File: config.mk
export PLATFORM = sky130hd
export DESIGN_NAME = code_entry_shift_reg
export DESIGN_NICKNAME = d
export VERILOG_FILES = /design/src/rtl/code_entry_shift_reg.sv
export SDC_FILE = /design/constraint.sdc
export NUM_CORES = 1
export LEC_CHECK = 0
export ABC_AREA = 1
export CAP_MARGIN = 25
export CORE_ASPECT_RATIO = 2
export CORE_MARGIN = 3
export CORE_UTILIZATION = 45
export CTS_BUF_LIST = sky130_fd_sc_hd__clkbuf_4
export CTS_CLUSTER_SIZE = 25
export DETAILED_ROUTE_END_ITERATION = 10
export GPL_TIMING_DRIVEN = 0
export PLACE_DENSITY = 0.66
export SLEW_MARGIN = 25
export SYNTH_ARGS = -nofsm -noshare
export SYNTH_HDL_FRONTEND = slang
export SYNTH_SLANG_ARGS = --single-unit
File: constraint.sdc
create_clock -name clock -period 1.9 [get_ports clock]
set_input_delay 0.285 -clock clock [delete_from_list [all_inputs] [get_ports clock]]
set_output_delay 0.285 -clock clock [all_outputs]
set_load 0.1 [all_outputs]
File: src/rtl/code_entry_shift_reg.sv
// Code-entry shift register.
// Collects DIGITS digits of DIGIT_W bits, one per auth_button press, into a shift register.
// Supports backspace, an inactivity timeout and a live digit count.
// The completed code is presented with valid_bit and held until log_out.
module code_entry_shift_reg #(
    parameter int DIGIT_W = 4,
    parameter int DIGITS  = 4,
    parameter int TIMEOUT = 1000,
    localparam int CNT_W  = $clog2(DIGITS + 1)
) (
    input  logic                        clock,
    input  logic                        rst,
    input  logic                        enable,
    input  logic [DIGIT_W-1:0]          toggle_entry,
    input  logic                        auth_button,
    input  logic                        back_button,
    input  logic                        log_out,
    output logic [DIGITS*DIGIT_W-1:0]   entered,
    output logic                        valid_bit,
    output logic [CNT_W-1:0]            count,
    output logic                        busy,
    output logic                        timeout_flag
);

    localparam int CODE_W = DIGITS * DIGIT_W;
    // Idle counter only has to reach TIMEOUT-1; keep at least one bit so a disabled timeout still elaborates.
    localparam int TMR_W  = (TIMEOUT > 1) ? $clog2(TIMEOUT) : 1;
    localparam logic [TMR_W-1:0] TMR_LAST  = TMR_W'((TIMEOUT > 0) ? TIMEOUT - 1 : 0);
    localparam logic [CNT_W-1:0] CNT_ALMOST = CNT_W'(DIGITS - 1);

    typedef enum logic [1:0] {
        IDLE    = 2'd0,
        COLLECT = 2'd1,
        DONE    = 2'd2
    } state_t;

    state_t              state_reg;
    logic [CODE_W-1:0]   r_reg;
    logic [CODE_W-1:0]   entered_reg;
    logic                valid_reg;
    logic [CNT_W-1:0]    count_reg;
    logic                busy_reg;
    logic                timeout_reg;
    logic [TMR_W-1:0]    idle_reg;
    logic                auth_q_reg;
    logic                back_q_reg;

    logic                auth_edge;
    logic                back_edge;
    logic [CODE_W-1:0]   r_push;
    logic [CODE_W-1:0]   r_pop;

    // A held button gives one press: only the low-to-high transition counts.
    assign auth_edge = auth_button & ~auth_q_reg;
    assign back_edge = back_button & ~back_q_reg;

    // New digit enters the LS field; the oldest digit ends up in the MS field.
    generate
        if (DIGITS == 1) begin : g_push_single
            assign r_push = toggle_entry;
        end else begin : g_push_multi
            assign r_push = {r_reg[CODE_W-DIGIT_W-1:0], toggle_entry};
        end
    endgenerate

    // Backspace drops the most recent digit and zero-fills the MS field.
    assign r_pop = r_reg >> DIGIT_W;

    // Session state machine with all outputs registered alongside the state.
    always_ff @(posedge clock or posedge rst) begin
        if (rst) begin
            state_reg   <= IDLE;
            r_reg       <= '0;
            entered_reg <= '0;
            valid_reg   <= 1'b0;
            count_reg   <= '0;
            busy_reg    <= 1'b0;
            timeout_reg <= 1'b0;
            idle_reg    <= '0;
            auth_q_reg  <= 1'b0;
            back_q_reg  <= 1'b0;
        end else begin
            auth_q_reg <= auth_button;
            back_q_reg <= back_button;
            case (state_reg)
                IDLE: begin
                    r_reg       <= '0;
                    count_reg   <= '0;
                    entered_reg <= '0;
                    valid_reg   <= 1'b0;
                    if (enable) begin
                        state_reg   <= COLLECT;
                        busy_reg    <= 1'b1;
                        timeout_reg <= 1'b0;
                        idle_reg    <= '0;
                    end
                end
                COLLECT: begin
                    if (log_out) begin
                        state_reg   <= IDLE;
                        busy_reg    <= 1'b0;
                        r_reg       <= '0;
                        count_reg   <= '0;
                        entered_reg <= '0;
                        valid_reg   <= 1'b0;
                    end else if (back_edge) begin
                        // Backspace wins over a coincident auth press, which is dropped.
                        if (count_reg != '0) begin
                            r_reg     <= r_pop;
                            count_reg <= count_reg - 1'b1;
                        end
                        idle_reg <= '0;
                    end else if (auth_edge) begin
                        r_reg     <= r_push;
                        count_reg <= count_reg + 1'b1;
                        idle_reg  <= '0;
                        if (count_reg == CNT_ALMOST) begin
                            entered_reg <= r_push;
                            valid_reg   <= 1'b1;
                            state_reg   <= DONE;
                        end
                    end else if (TIMEOUT > 0) begin
                        if (idle_reg == TMR_LAST) begin
                            state_reg   <= IDLE;
                            busy_reg    <= 1'b0;
                            timeout_reg <= 1'b1;
                            r_reg       <= '0;
                            count_reg   <= '0;
                        end else if (idle_reg != '1) begin
                            idle_reg <= idle_reg + 1'b1;
                        end
                    end
                end
                DONE: begin
                    // Code is frozen here; only log_out releases it.
                    if (log_out) begin
                        state_reg   <= IDLE;
                        busy_reg    <= 1'b0;
                        r_reg       <= '0;
                        count_reg   <= '0;
                        entered_reg <= '0;
                        valid_reg   <= 1'b0;
                    end
                end
                default: begin
                    state_reg <= IDLE;
                    busy_reg  <= 1'b0;
                end
            endcase
        end
    end

    assign entered      = entered_reg;
    assign valid_bit    = valid_reg;
    assign count        = count_reg;
    assign busy         = busy_reg;
    assign timeout_flag = timeout_reg;

endmodule

==> flow_metrics.tcl, run 1 <==
set metrics [dict create \
    final_common_cell "nand2_1" \
    worstPathMaxFanout 10 \
    cts.htree.levels 2 \
    ys_warn_count 0 \
    grt_max_degree 53 \
    num_vias 2513 \
    syn-instance-count 368 \
    cts.sinks 52 \
    instances_no_fill 494 \
    core-area_sq_mm 0.006056 \
    cts_inserted_buffers 5 \
    ys_ff_latch 52 \
    wl_per_cell_um 14.33 \
    final_cell_mix "144 x nand2_1, 48 x dfrtp_1, 37 x nand3_1, 21 x inv_1, 19 x nor2_1" \
    ys_seq_area_frac 0.4579 \
    dr.pass1.iters 4 \
    start_kind "flip-flop" \
    tightest_slew_ns 0.6432 \
    grtUsageTotal 0.2064 \
    grt.overflow.total 0 \
    status "completed" \
    critPathKind "flip-flop to flip-flop" \
    dp_hpwl_um 5351 \
    critPathRequiredTime_ns 2.21 \
    io_pins 32 \
    max_slew_margin 0.5712 \
    wl_um 7077 \
    powerDensity_mw_per_mm2 1187 \
    hold_class "input pin to async pin" \
    final_util 0.5570 \
    vias_per_cell 5.087 \
    synth_area_sq_mm 0.002841 \
    timing.fmax_ghz 0.5597 \
    ir_drop_uv 788.7 \
    crit_arrival_ns 2.09 \
    synth.distinct_cells 31 \
    holdWs_ns 0.3059 \
    grt_pass1_vias 2647 \
    synth_fp_nets 383 \
    synth_area_per_cell_sq_um 7.721 \
    start_util 0.4692 \
    rsz0062_at_grt "no" \
    regArea_sq_mm 0.001306 \
    skew_ns 0.01049 \
    die_w_um 62.19 \
    p_leak_nw 1.695 \
    setup_viol 0 \
    total_power_mw 4.005 \
    finalCriticalPeriod_ns 1.787 \
    area_delta_synth_final_pct 18.71 \
    clk_pin_slew_ns 0.15 \
    nets 424 \
    multi_input_area_sq_mm 0.001336 \
    drt-initial-drc-count 133 \
    end_kind "flip-flop" \
    antenna_found_initial 0 \
    die_area_sq_mm 0.007362 \
    root_buffer "clkbuf_4" \
    postCtsHoldBufs 0 \
    n_antenna_cell 0 \
    cap_violations 0 \
    postRouteAntennaNets 0 \
    drv_slew 0 \
    clock_path_buffers 2 \
    grt_pass1_wl_um 12070 \
    gp_congestion 0.9141 \
    dp.cells 483 \
    fp.dieH_um 118.4 \
    n_fill_cell 588 \
    drc 0 \
    layout-drive-gt1-share 0.1951 \
    tritoncts "built" \
    hold_viol_final 0 \
    fin_crit_sh 0.9403 \
    io_buffers 31 \
    clock_latency_ns 0.39 \
    fp-row-count 40 \
]
## per-stage QoR
stage	worst slack [ns]	TNS (ns)	area [sq um]
2_1_floorplan	0.1443	0	2845
3_3_place_gp	-0.8471	-42.99	3261
3_5_place_dp	-0.3164	-7.835	3263
4_1_cts	0.0008827	0	3363
5_1_grt	0.008672	0	3373
6_report	0.1134	0	3373
## worst max-delay path: stages, from the launching register on
cell and delay, ns:
dfrtp_1 0.35, inv_1 0.04, nand2_2 0.22, nand2_1 0.20
o21ai_2 0.46, nand2_4 0.12, buf_12 0.17, nand2_1 0.08
o21ai_2 0.05
## layout make-up
class	count	area share
Multi-Input combinational cell	272	0.3961
Sequential cell	52	0.3872
Tap cell	84	0.03116
Clock inverter	3	0.01261
Inverter	31	0.03858
Clock buffer	5	0.01113
Buffer	13	0.02745
Timing Repair Buffer	34	0.09570
## power by group
part | internal (mW) | switching [mW] | total [mW]
sequential | 1.24 | 0.119 | 1.36
combinational | 0.537 | 1.46 | 2.00
clock | 0.276 | 0.371 | 0.647
## path summary, 6_finish.rpt
path,from,endpoint,slack [ns],cells past startpoint
worst max-delay path,auth_q_reg,idle_reg[4],0.11,8
min in group clock,back_button,back_q_reg,0.34,1
max in group asynchronous,rst,count[1],1.11,2
worst max register to register,auth_q_reg,idle_reg[4],0.11,8
worst min register to register,r_reg[12],r_reg[12],0.49,2
worst min-delay path,rst,entered[2],0.31,2
## Yosys cell counts
cell / number / area [sq um]
inv_6: 1 / 8.760
inv_1: 23 / 86.33
buf_12: 1 / 20.02
o21ai_0: 16 / 80.08
inv_2: 7 / 26.28
nor2_2: 2 / 12.51
nor4_1: 1 / 6.260
nand3_2: 9 / 90.09
nand3_4: 1 / 17.52
or2_0: 1 / 6.260
nand2_4: 4 / 45.04
or2_2: 1 / 6.260
clkbuf_1: 3 / 11.26
o211ai_1: 1 / 7.510
nand3_1: 37 / 185.2
o21ai_1: 3 / 15.01
nor2_8: 1 / 20.02
nor3_1: 1 / 5.000
buf_4: 2 / 15.01
nand4_1: 2 / 12.51
dfrtp_1: 52 / 1301
buf_2: 4 / 20.02
nand2_1: 144 / 540.5
ha_1: 5 / 62.56
o21a_1: 1 / 7.510
buf_1: 1 / 3.750
buf_6: 2 / 22.52
a21oi_1: 17 / 85.08
nor2_1: 19 / 71.32
o21ai_2: 5 / 43.79
nand2_2: 1 / 6.260
## metal layers
layer	routed length, um	global-route usage	vias to the layer above	share of wire
met5	0	0	-	0
met4	306	0.1260	0	0.043
met3	227	0.03422	21	0.032
met2	3858	0.3858	58	0.55
met1	2685	0.2075	1174	0.38
li1	-	-	1260	-
## cells by family (layout without fill, tap and decap cells)
| family | count (synthesis) | after routing | synth area share |
|---|---|---|---|
| flops | 52 | 52 | 0.4579 |
| compound gates | 43 | 43 | 0.08410 |
| simple gates | 224 | 224 | 0.3606 |
| fa+ha+maj | 5 | 5 | 0.02202 |
| buf+inv | 44 | 86 | 0.07530 |
## what timing repair did
| item | 4_1_cts | 5_1_grt |
|---|---|---|
| resized for setup | 60 | 11 |
| pin swaps | 0 | 1 |
| setup buffers | 0 | 3 |
| setup endpoints to repair | 22 | 46 |
| hold endpoints to repair | 0 | 0 |
Power figures use the tool's default switching activity.
==> run 2: changes to the inputs <==
--- a/config.mk
+++ b/config.mk
@@ -15,7 +15,8 @@
 export DETAILED_ROUTE_END_ITERATION = 10
 export GPL_TIMING_DRIVEN = 0
 export PLACE_DENSITY = 0.66
-export SLEW_MARGIN = 25
+export SETUP_SLACK_MARGIN = 0.2
+export SLEW_MARGIN = 10
 export SYNTH_ARGS = -nofsm -noshare
 export SYNTH_HDL_FRONTEND = slang
 export SYNTH_SLANG_ARGS = --single-unit
==> flow_metrics.tcl, run 2 (same netlist as run 1, synthesis figures left out) <==
set metrics [dict create \
    status "completed" \
    grtUsageTotal 0.2094 \
    vias_per_cell 5.164 \
    die_w_um 62.19 \
    final_util 0.5777 \
    final_common_cell "nand2_1" \
    critPathRequiredTime_ns 1.62 \
    layout-drive-gt1-share 0.2332 \
    hold_viol_final 0 \
    tightest_slew_ns 0.6402 \
    die_area_sq_mm 0.007362 \
    cap_violations 0 \
    dp_hpwl_um 5525 \
    antenna_found_initial 0 \
    dr.pass1.iters 4 \
    cts.sinks 52 \
    ir_drop_uv 679.2 \
    drc 0 \
    crit_family "buffers and inverters" \
    critPathKind "flip-flop to output port" \
    start_kind "flip-flop" \
    clock_latency_ns 0.39 \
    n_antenna_cell 0 \
    cts_inserted_buffers 5 \
    grt.overflow.total 0 \
    wl_um 7292 \
    area_delta_synth_final_pct 23.12 \
    finalCriticalPeriod_ns 1.656 \
    wl_per_cell_um 14.58 \
    final_cell_mix "140 x nand2_1, 46 x dfrtp_1, 37 x nand3_1, 21 x inv_1" \
    num_vias 2582 \
    worstPathMaxFanout 4 \
    timing.fmax_ghz 0.6040 \
    hold_class "input pin to async pin" \
    worst_slack_ns 0.2443 \
    fin_crit_sh 0.8714 \
    skew_ns 0.009347 \
    postRouteAntennaNets 0 \
    p_leak_nw 1.729 \
    slowest_stage "clkdlybuf4s18_2" \
    cp_cell_sequence "clkdlybuf4s18_2" \
    io_pins 32 \
    crit_arrival_ns 1.37 \
    root_buffer "clkbuf_4" \
    multi_input_area_sq_mm 0.001389 \
    n_fill_cell 589 \
    grt_max_degree 31 \
    postCtsHoldBufs 0 \
    fp-row-count 40 \
    start_util 0.4692 \
    grt_pass1_wl_um 12310 \
    core-area_sq_mm 0.006056 \
    regArea_sq_mm 0.001309 \
    dp_slack_ns -0.2495 \
    cpPeakStageDelay_ns 0.55 \
    drt-initial-drc-count 169 \
    powerDensity_mw_per_mm2 1151 \
    drv_slew 0 \
    gp_congestion 0.9061 \
    fp.dieH_um 118.4 \
    clk_pin_slew_ns 0.16 \
    end_kind "output port" \
    cts.htree.levels 2 \
    grt_pass1_vias 2638 \
    setup_viol 0 \
    rsz0062_at_grt "yes" \
    io_buffers 31 \
    max_slew_margin 0.5726 \
    nets 430 \
    tritoncts "built" \
    clock_path_buffers 2 \
    path_buf_inv 1 \
]
## run 2: cell types whose count changed in the layout (fill, tap and decap cells not counted), sizes merged
cell / delta
clkdlybuf4s15: +2
clkinv: -1
inv: +1
buf: +8
clkinvlp: +1
clkbuf: -6
bufinv: -1
clkdlybuf4s18: +2
## run 2: layer usage
layer  routed length, um  global-route usage  vias to the layer above  part of all wire
li1                    -                   -                     1270                 -
met5                   0                   0                        -                 0
met4                 235              0.1274                        0             0.032
met2                4230              0.4007                       64              0.58
met3                 199             0.02662                       19             0.027
met1                2627              0.2076                     1229              0.36
## run 2: where the power goes
part           internal, mW  switching, mW  leakage (nW)
combinational         0.623           1.50         0.998
clock                 0.146          0.378        0.0274
sequential             1.24          0.135         0.704
## run 2: stage by stage
stage,instances,area [sq um],power (mW),TNS (ns),hold WS (ns)
after floorplan,368,2877,2.928,0,0.3164
after global placement,483,3292,3.399,-41.91,0.4501
after detailed placement,484,3312,3.433,-6.185,0.4545
after CTS,495,3445,3.984,0,0.2876
after global routing,500,3498,4.241,0,0.3321
final,500,3498,4.026,0,0.2766
## run 2: area by class of cell
| cell class | count | share of cell area |
|---|---|---|
| buffer | 13 | 0.03004 |
| clock buffer | 5 | 0.01073 |
| clock inverter | 3 | 0.006795 |
| inverter | 31 | 0.03612 |
| multi-input combinational | 272 | 0.3970 |
| sequential | 52 | 0.3741 |
| tap | 84 | 0.03004 |
| timing repair buffer | 40 | 0.1152 |
## run 2: worst paths after layout
| kind | slack [ns] | startpoint | depth (start not counted) | to |
|---|---|---|---|---|
| worst min register to register | 0.49 | r_reg[12] | 2 | r_reg[12] |
| worst max-delay path | 0.24 | count[0] | 1 | count[0] |
| worst max register to register | 0.26 | idle_reg[0] | 10 | r_reg[8] |
| max in group asynchronous | 1.06 | rst | 3 | count[0] |
| min in group clock | 0.35 | back_button | 1 | back_q_reg |
| worst min-delay path | 0.28 | rst | 2 | idle_reg[6] |
## run 2: what timing repair did
action	CTS	global route
endpoints found under the hold margin	0	0
pin swaps	1	2
buffers inserted	3	5
setup endpoints to repair	63	43
resized for setup	75	16
==> run 3: changes to the inputs <==
--- a/config.mk
+++ b/config.mk
@@ -11,6 +11,7 @@
 export CORE_MARGIN = 3
 export CORE_UTILIZATION = 45
 export CTS_BUF_LIST = sky130_fd_sc_hd__clkbuf_4
+export CTS_CLUSTER_DIAMETER = 200
 export CTS_CLUSTER_SIZE = 25
 export DETAILED_ROUTE_END_ITERATION = 10
 export GPL_TIMING_DRIVEN = 0
==> results of run 3 <==
No change in the layout: final DEF, timing and power equal those of run 2.
